`src/rtl/muldiv_hilo_if.sv`:
```
// Bus bundle between the pipeline and the HI/LO multiply/divide unit.
// The master side is the pipeline; the slave side is muldiv_hilo.
interface muldiv_hilo_if;
  logic        start;
  logic [3:0]  op;
  logic [31:0] a;
  logic [31:0] b;
  logic        hi_we;
  logic        lo_we;
  logic [31:0] wdata;
  logic        flush;
  logic        busy;
  logic        done;
  logic [31:0] hi;
  logic [31:0] lo;

  modport master (
    output start, op, a, b, hi_we, lo_we, wdata, flush,
    input  busy, done, hi, lo
  );

  modport slave (
    input  start, op, a, b, hi_we, lo_we, wdata, flush,
    output busy, done, hi, lo
  );
endinterface

```
`src/rtl/muldiv_hilo.sv`:
```
// Multi-cycle MULT/MULTU/DIV/DIVU unit owning the HI/LO registers.
// Optional DIV_EARLY_OUT_EN: divides with |b| > |a| skip the iteration phase.
module muldiv_hilo #(
  parameter int MUL_CYCLES = 4
) (
  input logic          clk,
  input logic          resetn,
  muldiv_hilo_if.slave bus
);
  localparam logic [3:0] OP_MULT  = 4'b1011;
  localparam logic [3:0] OP_MULTU = 4'b1100;
  localparam logic [3:0] OP_DIV   = 4'b1101;
  localparam logic [3:0] OP_DIVU  = 4'b1110;

  typedef enum logic [1:0] {IDLE = 2'd0, MUL = 2'd1, DIV = 2'd2, FIX = 2'd3} state_t;

  state_t      state_r, state_n;
  logic [4:0]  cnt_r, cnt_n;
  logic [31:0] a_r, a_n, b_r, b_n;
  logic        sgn_r, sgn_n;
  logic [31:0] quo_r, quo_n, rem_r, rem_n, dvs_r, dvs_n;
  logic [31:0] hi_r, hi_n, lo_r, lo_n;
  logic        done_r, done_n;

  logic        is_mul_s, is_div_s, sgn_op_s;
  logic [63:0] ext_a_s, ext_b_s, prod_s;
  logic [32:0] trial_s;
  logic [31:0] mag_a_s, mag_b_s;

  function automatic logic [31:0] mag(input logic [31:0] v, input logic sgn);
    if (sgn && v[31]) begin
      mag = ~v + 32'd1;
    end else begin
      mag = v;
    end
  endfunction

  assign is_mul_s = (bus.op == OP_MULT) || (bus.op == OP_MULTU);
  assign is_div_s = (bus.op == OP_DIV) || (bus.op == OP_DIVU);
  assign sgn_op_s = (bus.op == OP_MULT) || (bus.op == OP_DIV);
  assign mag_a_s  = mag(bus.a, sgn_op_s);
  assign mag_b_s  = mag(bus.b, sgn_op_s);

  // Low 64 bits of a 64x64 product of extended operands serve both signednesses.
  assign ext_a_s = {{32{sgn_r & a_r[31]}}, a_r};
  assign ext_b_s = {{32{sgn_r & b_r[31]}}, b_r};
  assign prod_s  = ext_a_s * ext_b_s;
  assign trial_s = {rem_r, quo_r[31]} - {1'b0, dvs_r};

  // Next-state and datapath decode.
  always_comb begin
    state_n = state_r;
    cnt_n   = cnt_r;
    a_n     = a_r;
    b_n     = b_r;
    sgn_n   = sgn_r;
    quo_n   = quo_r;
    rem_n   = rem_r;
    dvs_n   = dvs_r;
    hi_n    = hi_r;
    lo_n    = lo_r;
    done_n  = 1'b0;
    if (bus.flush) begin
      state_n = IDLE;
    end else begin
      case (state_r)
        IDLE: begin
          if (bus.hi_we) hi_n = bus.wdata; else hi_n = hi_r;
          if (bus.lo_we) lo_n = bus.wdata; else lo_n = lo_r;
          if (bus.start && (is_mul_s || is_div_s)) begin
            a_n   = bus.a;
            b_n   = bus.b;
            sgn_n = sgn_op_s;
            quo_n = mag_a_s;
            rem_n = 32'd0;
            dvs_n = mag_b_s;
            if (is_mul_s) begin
              state_n = MUL;
              cnt_n   = 5'(MUL_CYCLES - 1);
            end else begin
              state_n = DIV;
              cnt_n   = 5'd31;
`ifdef DIV_EARLY_OUT_EN
              if ((bus.b != 32'd0) && (mag_b_s > mag_a_s)) begin
                state_n = FIX;
                cnt_n   = 5'd0;
                quo_n   = 32'd0;
                rem_n   = mag_a_s;
              end else begin
                state_n = DIV;
              end
`endif
            end
          end else begin
            state_n = IDLE;
          end
        end
        MUL: begin
          if (cnt_r == 5'd0) begin
            hi_n    = prod_s[63:32];
            lo_n    = prod_s[31:0];
            done_n  = 1'b1;
            state_n = IDLE;
          end else begin
            cnt_n = cnt_r - 5'd1;
          end
        end
        DIV: begin
          // Restoring step: keep the trial difference only when it did not borrow.
          if (!trial_s[32]) begin
            rem_n = trial_s[31:0];
            quo_n = {quo_r[30:0], 1'b1};
          end else begin
            rem_n = {rem_r[30:0], quo_r[31]};
            quo_n = {quo_r[30:0], 1'b0};
          end
          if (cnt_r == 5'd0) begin
            state_n = FIX;
          end else begin
            cnt_n = cnt_r - 5'd1;
          end
        end
        FIX: begin
          if (b_r == 32'd0) begin
            lo_n = 32'hFFFF_FFFF;
            hi_n = a_r;
          end else begin
            lo_n = (sgn_r && (a_r[31] ^ b_r[31])) ? (~quo_r + 32'd1) : quo_r;
            hi_n = (sgn_r && a_r[31]) ? (~rem_r + 32'd1) : rem_r;
          end
          done_n  = 1'b1;
          state_n = IDLE;
        end
        default: begin
          state_n = IDLE;
        end
      endcase
    end
  end

  // State and datapath registers.
  always_ff @(posedge clk or negedge resetn) begin
    if (!resetn) begin
      state_r <= IDLE;
      cnt_r   <= 5'd0;
      a_r     <= 32'd0;
      b_r     <= 32'd0;
      sgn_r   <= 1'b0;
      quo_r   <= 32'd0;
      rem_r   <= 32'd0;
      dvs_r   <= 32'd0;
      hi_r    <= 32'd0;
      lo_r    <= 32'd0;
      done_r  <= 1'b0;
    end else begin
      state_r <= state_n;
      cnt_r   <= cnt_n;
      a_r     <= a_n;
      b_r     <= b_n;
      sgn_r   <= sgn_n;
      quo_r   <= quo_n;
      rem_r   <= rem_n;
      dvs_r   <= dvs_n;
      hi_r    <= hi_n;
      lo_r    <= lo_n;
      done_r  <= done_n;
    end
  end

  assign bus.busy = (state_r != IDLE);
  assign bus.done = done_r;
  assign bus.hi   = hi_r;
  assign bus.lo   = lo_r;
endmodule

```
`src/flat_wrapper.sv`:
```
// flat-port wrapper written by rule: the top's interface ports become plain ports
module muldiv_hilo_flat 
#(
  parameter int MUL_CYCLES = 4
)
  (clk, resetn, bus_start, bus_op, bus_a, bus_b, bus_hi_we, bus_lo_we, bus_wdata, bus_flush, bus_busy, bus_done, bus_hi, bus_lo);
  muldiv_hilo_if bus_i ();
  input logic clk;
  input logic resetn;
  input wire logic [$bits(bus_i.start)-1:0] bus_start;
  input wire logic [$bits(bus_i.op)-1:0] bus_op;
  input wire logic [$bits(bus_i.a)-1:0] bus_a;
  input wire logic [$bits(bus_i.b)-1:0] bus_b;
  input wire logic [$bits(bus_i.hi_we)-1:0] bus_hi_we;
  input wire logic [$bits(bus_i.lo_we)-1:0] bus_lo_we;
  input wire logic [$bits(bus_i.wdata)-1:0] bus_wdata;
  input wire logic [$bits(bus_i.flush)-1:0] bus_flush;
  output wire logic [$bits(bus_i.busy)-1:0] bus_busy;
  output wire logic [$bits(bus_i.done)-1:0] bus_done;
  output wire logic [$bits(bus_i.hi)-1:0] bus_hi;
  output wire logic [$bits(bus_i.lo)-1:0] bus_lo;
  assign bus_i.start = bus_start;
  assign bus_i.op = bus_op;
  assign bus_i.a = bus_a;
  assign bus_i.b = bus_b;
  assign bus_i.hi_we = bus_hi_we;
  assign bus_i.lo_we = bus_lo_we;
  assign bus_i.wdata = bus_wdata;
  assign bus_i.flush = bus_flush;
  assign bus_busy = bus_i.busy;
  assign bus_done = bus_i.done;
  assign bus_hi = bus_i.hi;
  assign bus_lo = bus_i.lo;
  muldiv_hilo #(.MUL_CYCLES(MUL_CYCLES)) u_core (.clk(clk), .resetn(resetn), .bus(bus_i));
endmodule
```
`config.mk`:
```
export PLATFORM = sky130hd
export DESIGN_NAME = muldiv_hilo_flat
export DESIGN_NICKNAME = d
export VERILOG_FILES = /design/src/rtl/muldiv_hilo_if.sv /design/src/rtl/muldiv_hilo.sv /design/src/flat_wrapper.sv
export SDC_FILE = /design/constraint.sdc
export NUM_CORES = 2
export LEC_CHECK = 0
export BUFFER_PORTS_ARGS = -buffer_cell sky130_fd_sc_hd__buf_4
export CORE_AREA = 4 4 338 340
export DETAILED_ROUTE_END_ITERATION = 12
export DIE_AREA = 0 0 342 344
export GPL_ROUTABILITY_DRIVEN = 0
export SYNTH_ARGS = -nofsm -noshare
export SYNTH_HDL_FRONTEND = slang
export SYNTH_SLANG_ARGS = --single-unit
```
`constraint.sdc`:
```
create_clock -name clk -period 11.6 [get_ports clk]
set_input_delay 0 -clock clk [delete_from_list [all_inputs] [get_ports clk]]
set_output_delay 0 -clock clk [all_outputs]
set_load 0.02 [all_outputs]
```
# After elaboration in Yosys (flattened, before gate mapping)
# Index checks and enable logic that the tools add are counted.
# op_classes
addsub	6
n_mul	1
n_eq_ne	14
mux	31
n_bitwise	8
reduce_logical	23
# op_table
operator	count
$mux W32	13
$pmux W32 S3	2
$add A32 B1 Y32 const B	4
$not A32 Y32	4
$pmux W32 S2	2
$mul A33 B33 Y64	1
$sub A33 B32 Y33	1
$logic_not A32 Y1	1
$eq A4 B4 Y1 const B	4
$mux W5	3
$reduce_and A4 Y1	3
$mux W2	5
$pmux W5 S2	1
$pmux W2 S4	1
$ne A2 B2 Y1 const B	3
$ne A3 B2 Y1 const B	2
$reduce_and A3 Y1	2
$reduce_bool A2 Y1	3
$logic_and A1 B1 Y1	5
$logic_not A5 Y1	1
$sub A5 B1 Y5 const B	1
$eq A2 B2 Y1 const B	2
$logic_or A1 B1 Y1	4
$ne A2 B1 Y1 const B	2
10 further kinds	13
# totals
register_bits	233
word_cells	94

# Longest topological paths before layout
# depth
word_depth	7
mapped_depth	32
mapped_depth_nobuf	28

# Worst setup path after synthesis
# No wires, ideal clock.
# synth_timing
path_kind	register -> register
from	reg u_core.a_r[31]
to	reg u_core.hi_r[27] (netlist: u_core.bus.hi[27])
setup_time_ns	0.131
arrival_time_ns	8.244
slack_ns	3.225
path_stages_with_launch	32
path_buffers	4
period_less_slack_ns	8.375
cell_sequence	dfrtp_1 -> clkbuf_1 -> and2_1 -> clkbuf_1 -> clkbuf_1 -> nand2_1 -> inv_1 -> fa_1 -> inv_1 -> fa_1 -> inv_1 -> fa_1 -> fa_1 -> inv_1 -> fa_1 -> inv_1 -> fa_1 -> inv_1 -> fa_1 -> fa_1 -> inv_1 -> ha_1 -> clkbuf_1 -> and3_1 -> a31oi_1 -> o211ai_1 -> or3_1 -> o21bai_1 -> o21bai_1 -> xor2_1 -> a221oi_1 -> o21ai_1
# synth_via
elab_chain_cells	4
# synth_rtl
item	line_no	text
from (decl)	muldiv_hilo.sv:19	logic [31:0] a_r, a_n, b_r, b_n;
from (signal assigned)	muldiv_hilo.sv:158	a_r <= a_n;
$and A1 B1 Y1 or $logic_and A1 B1 Y1 (tied branches)	muldiv_hilo.sv:45, muldiv_hilo.sv:129	
$mul A33 B33 Y64 or $mux W32 (tied branches)	muldiv_hilo.sv:47, muldiv_hilo.sv:129	
$mux W32, on equally long branches	muldiv_hilo.sv:99, muldiv_hilo.sv:124	
$pmux W32 S3 (*)	muldiv_hilo.sv:66	case (state_r)
to (signal assigned)	muldiv_hilo.sv:164	hi_r <= hi_n;
to (decl)	muldiv_hilo.sv:22	logic [31:0] hi_r, hi_n, lo_r, lo_n;
# Every way passes the cells marked *; elsewhere a longest branch is shown, timed or not. The select of a mux whose other input is x is not followed.
# A chain may end at the register's enable or synchronous reset.

# Final worst setup path
# layout_timing
from	reg u_core.sgn_r
to	reg u_core.hi_r[31] (netlist: u_core.bus.hi[31])
# layout_via
elab_chain_cells	4
# layout_rtl
item	line_no	text
from (decl)	muldiv_hilo.sv:20	logic sgn_r, sgn_n;
from (signal assigned)	muldiv_hilo.sv:160	sgn_r <= sgn_n;
$and A1 B1 Y1 (tied with other cells)	muldiv_hilo.sv:45	assign ext_a_s = {{32{sgn_r & a_r[31]}}, a_r};
$mul A33 B33 Y64 or $mux W32 (tied branches)	muldiv_hilo.sv:47, muldiv_hilo.sv:129	
$mux W32, on equally long branches	muldiv_hilo.sv:99, muldiv_hilo.sv:124	
$pmux W32 S3 (*)	muldiv_hilo.sv:66	
# Marks and branches as above.

==> results.md <==
* Die ar. at 0.118 mm^2
* Placed insts at 7357
* CTS HTree Levels at 1
* Layout cell share with drive strength beyond 1 at 6.73%
* FFs w/ async S/R, synth at 100%
* WP buf/inv at 8
* CP dominant cell by count: fa_1
* Status: complete, no violations
* # port buffers at 171
* Longest Clk Path Bufs at 3
* Net Count, Synth at 7456
* Grt ovf at 0
* Chip width at 342 um
* Clock Latency Late Sink at 570 ps
* Clock buffers created by TritonCTS at 26
* Initial antenna violation count at 7
* Hold Worst Slack at 81.7 ps
* Post-CTS sizing at 0
* Syn_area_per_cell at 8.87 um^2
* Max-Cap Viols at 0
* Number of global-route vias before repair at 43400
* Slowest stage delay, CP at 870 ps
* Worst Setup Start Kind: flop
* Final Cycle Share at 78.7%
* Reg clk slew, reported paths at 60 ps
* Sequential share of the synthesized area at 11.0%
* Global-route wire length before repair at 255000 um
* Largest net degree at the start of global routing at 121
* CTS Hold Bufs at 101
* Post-synth cell types at 79
* Worst Path Required at 12080 ps
* Vias at 41300
* Drt pass-1 iters at 5
* Starting DRT DRC Count at 3122
* Worst EP arrival at 9610 ps
* Post-Layout Cell Count at 7508
* Primary FF master, synth: dfrtp_1
* CP Capture Type: flop
* F_max at 110 MHz
* CP Max Fanout at 29
* Layout fillers at 10500
* Yosys reg bits at 232
* Mapped Area at 0.0529 mm^2
* Reg2reg setup slack at 2470 ps
* Clk_skew at 13.7 ps
* Worst-margin pin slew at 1260 ps
* RSZ-0062 raised after global routing: false
* CTS Sinks at 232
* Minimum clock period at 9130 ps
* Post-DP HPWL at 128000 um
* Commonest non-fill, non-tap cell in the layout: inv_1
* CP top delay family: adder cells
* Post-CTS setup buffers at 0
* Hold Path Class: in -> reg
* Drt via density at 5.50
* Routed WL per cell at 21.4 um
* I/O Pins at 172
* Final net count at 7474
* Die H at 344 um
* Final setup margin at 2470 ps
* ANT nets after route at 0
* Root Driver: clkbuf_16
* Post-synth EDFFs at 0
* CTS tree: yes
* Worst path slowest cell: fa_1
* Final setup viols at 0
* Most frequent cells in the layout: inv_1, fa_1, nand2_1, and2_1, buf_4
* Final hold viol count at 0
* Synth warn at 0
* Area delta synth->final at 8.31%
* Core area at 0.112 mm^2
* Post-Route WL at 161000 um
* Row cnt at 123
* Starting density of the core at 47.4%
* # DRC at 0
* Setup Crit Path Kind: reg -> reg
* Total global-route track usage at 27.9%
* Max_slew headroom at 15.1%
* Final Max Tran Viols at 0
* Cells after Synth at 5968
* Setup TNS at 0 ps
* Setup Slack @ Placement at 2670 ps
synth_stat cells, types with 11 or more instances:
cell	count	area, um^2
a41oi_1	23	201
a221oi_1	18	158
nor2_1	243	912
dfrtp_1	232	5810
o211ai_1	23	173
ha_1	256	3200
a31oi_1	35	219
or3_1	18	113
o21ai_0	143	716
nand3_1	29	145
nand4_1	12	75.1
mux2i_1	12	120
or2_2	13	81.3
clkbuf_1	358	1340
o31ai_1	25	188
o41ai_1	11	96.3
xnor2_1	122	1070
nor3_1	36	180
a21oi_1	212	1060
xor2_1	85	744
o21bai_1	16	120
a211oi_1	17	128
o21ai_1	32	160
nand2b_1	20	125
and2_1	374	2340
a22oi_1	37	278
o21a_1	14	105
mux2_2	67	754
a21o_1	42	315
nand2_1	932	3500
nor2b_1	11	68.8
nor4_1	20	125
and3_1	33	206
fa_1	1126	22500
inv_1	1202	4510
cell type report:
class / count / area (um^2) / share of cell area (%)
multi-input combinational: 4163 / 41300 / 72.0
sequential: 232 / 5810 / 10.1
tap: 1500 / 1880 / 3.27
clock inverter: 5 / 81.3 / 0.142
antenna: 4 / 10.0 / 0.0175
inverter: 1202 / 4510 / 7.87
clock buffer: 41 / 798 / 1.39
timing repair buffer: 361 / 2980 / 5.20
routing by layer:
metal	vias to the layer above	track usage [%]	routed length, um
met3	301	3.41	10600
li1	18100	-	-
met2	1478	46.5	76800
met4	0	10.3	7270
met1	21400	37.7	65800
met5	-	0	0
per-stage QoR:
stage | util, % | area (um^2)
global route | 51.4 | 57300
detailed placement | 49.7 | 55400
global placement | 49.7 | 55400
CTS | 51.4 | 57300
finish | 51.4 | 57300
floorplan | - | 52900
path summary, 6_finish.rpt:
| path | from | endpoint | cells past startpoint |
|---|---|---|---|
| hold / removal | bus_wdata[11] | u_core.bus.lo[11]$_DFFE_PN0P_ | 4 |
| hold reg to reg | u_core.bus.hi[5]$_DFFE_PN0P_ | u_core.bus.hi[5]$_DFFE_PN0P_ | 2 |
| setup / recovery | u_core.sgn_r$_DFFE_PN0P_ | u_core.bus.hi[31]$_DFFE_PN0P_ | 29 |
| min in group asynchronous | resetn | u_core.dvs_r[30]$_DFFE_PN0P_ | 2 |
| setup reg to reg | u_core.sgn_r$_DFFE_PN0P_ | u_core.bus.hi[31]$_DFFE_PN0P_ | 29 |
| max in group asynchronous | resetn | u_core.a_r[3]$_DFFE_PN0P_ | 3 |
flip-flops by register name, summed over array words and instances (netlist names):
signal	flops
u_core.cnt_r	5
u_core.bus.hi	32
u_core.a_r	32
u_core.state_r	2
u_core.b_r	31
u_core.bus.done	1
u_core.sgn_r	1
u_core.quo_r	32
u_core.rem_r	32
u_core.dvs_r	32
u_core.bus.lo	32
worst min-delay path, stage by stage:
cell and delay (ps):
buf_4 80, nand2_1 170, a21boi_0 190, a31oi_1 160
kinds of logic after synthesis:
kind of cell	after synthesis	synth area share, %
AND/OR/NAND/NOR	1782	15.5
multiplexers	80	1.68
flip-flops	232	11.0
XOR/XNOR	208	3.46
adder cells (fa/ha/maj)	1382	48.6
AO/OA/AOI/OAI	711	8.56
buffers and inverters	1573	11.2
Power is left out: the tool's default activity adds up to more than one toggle a clock period on the data nets, which glitch-free logic cannot reach.
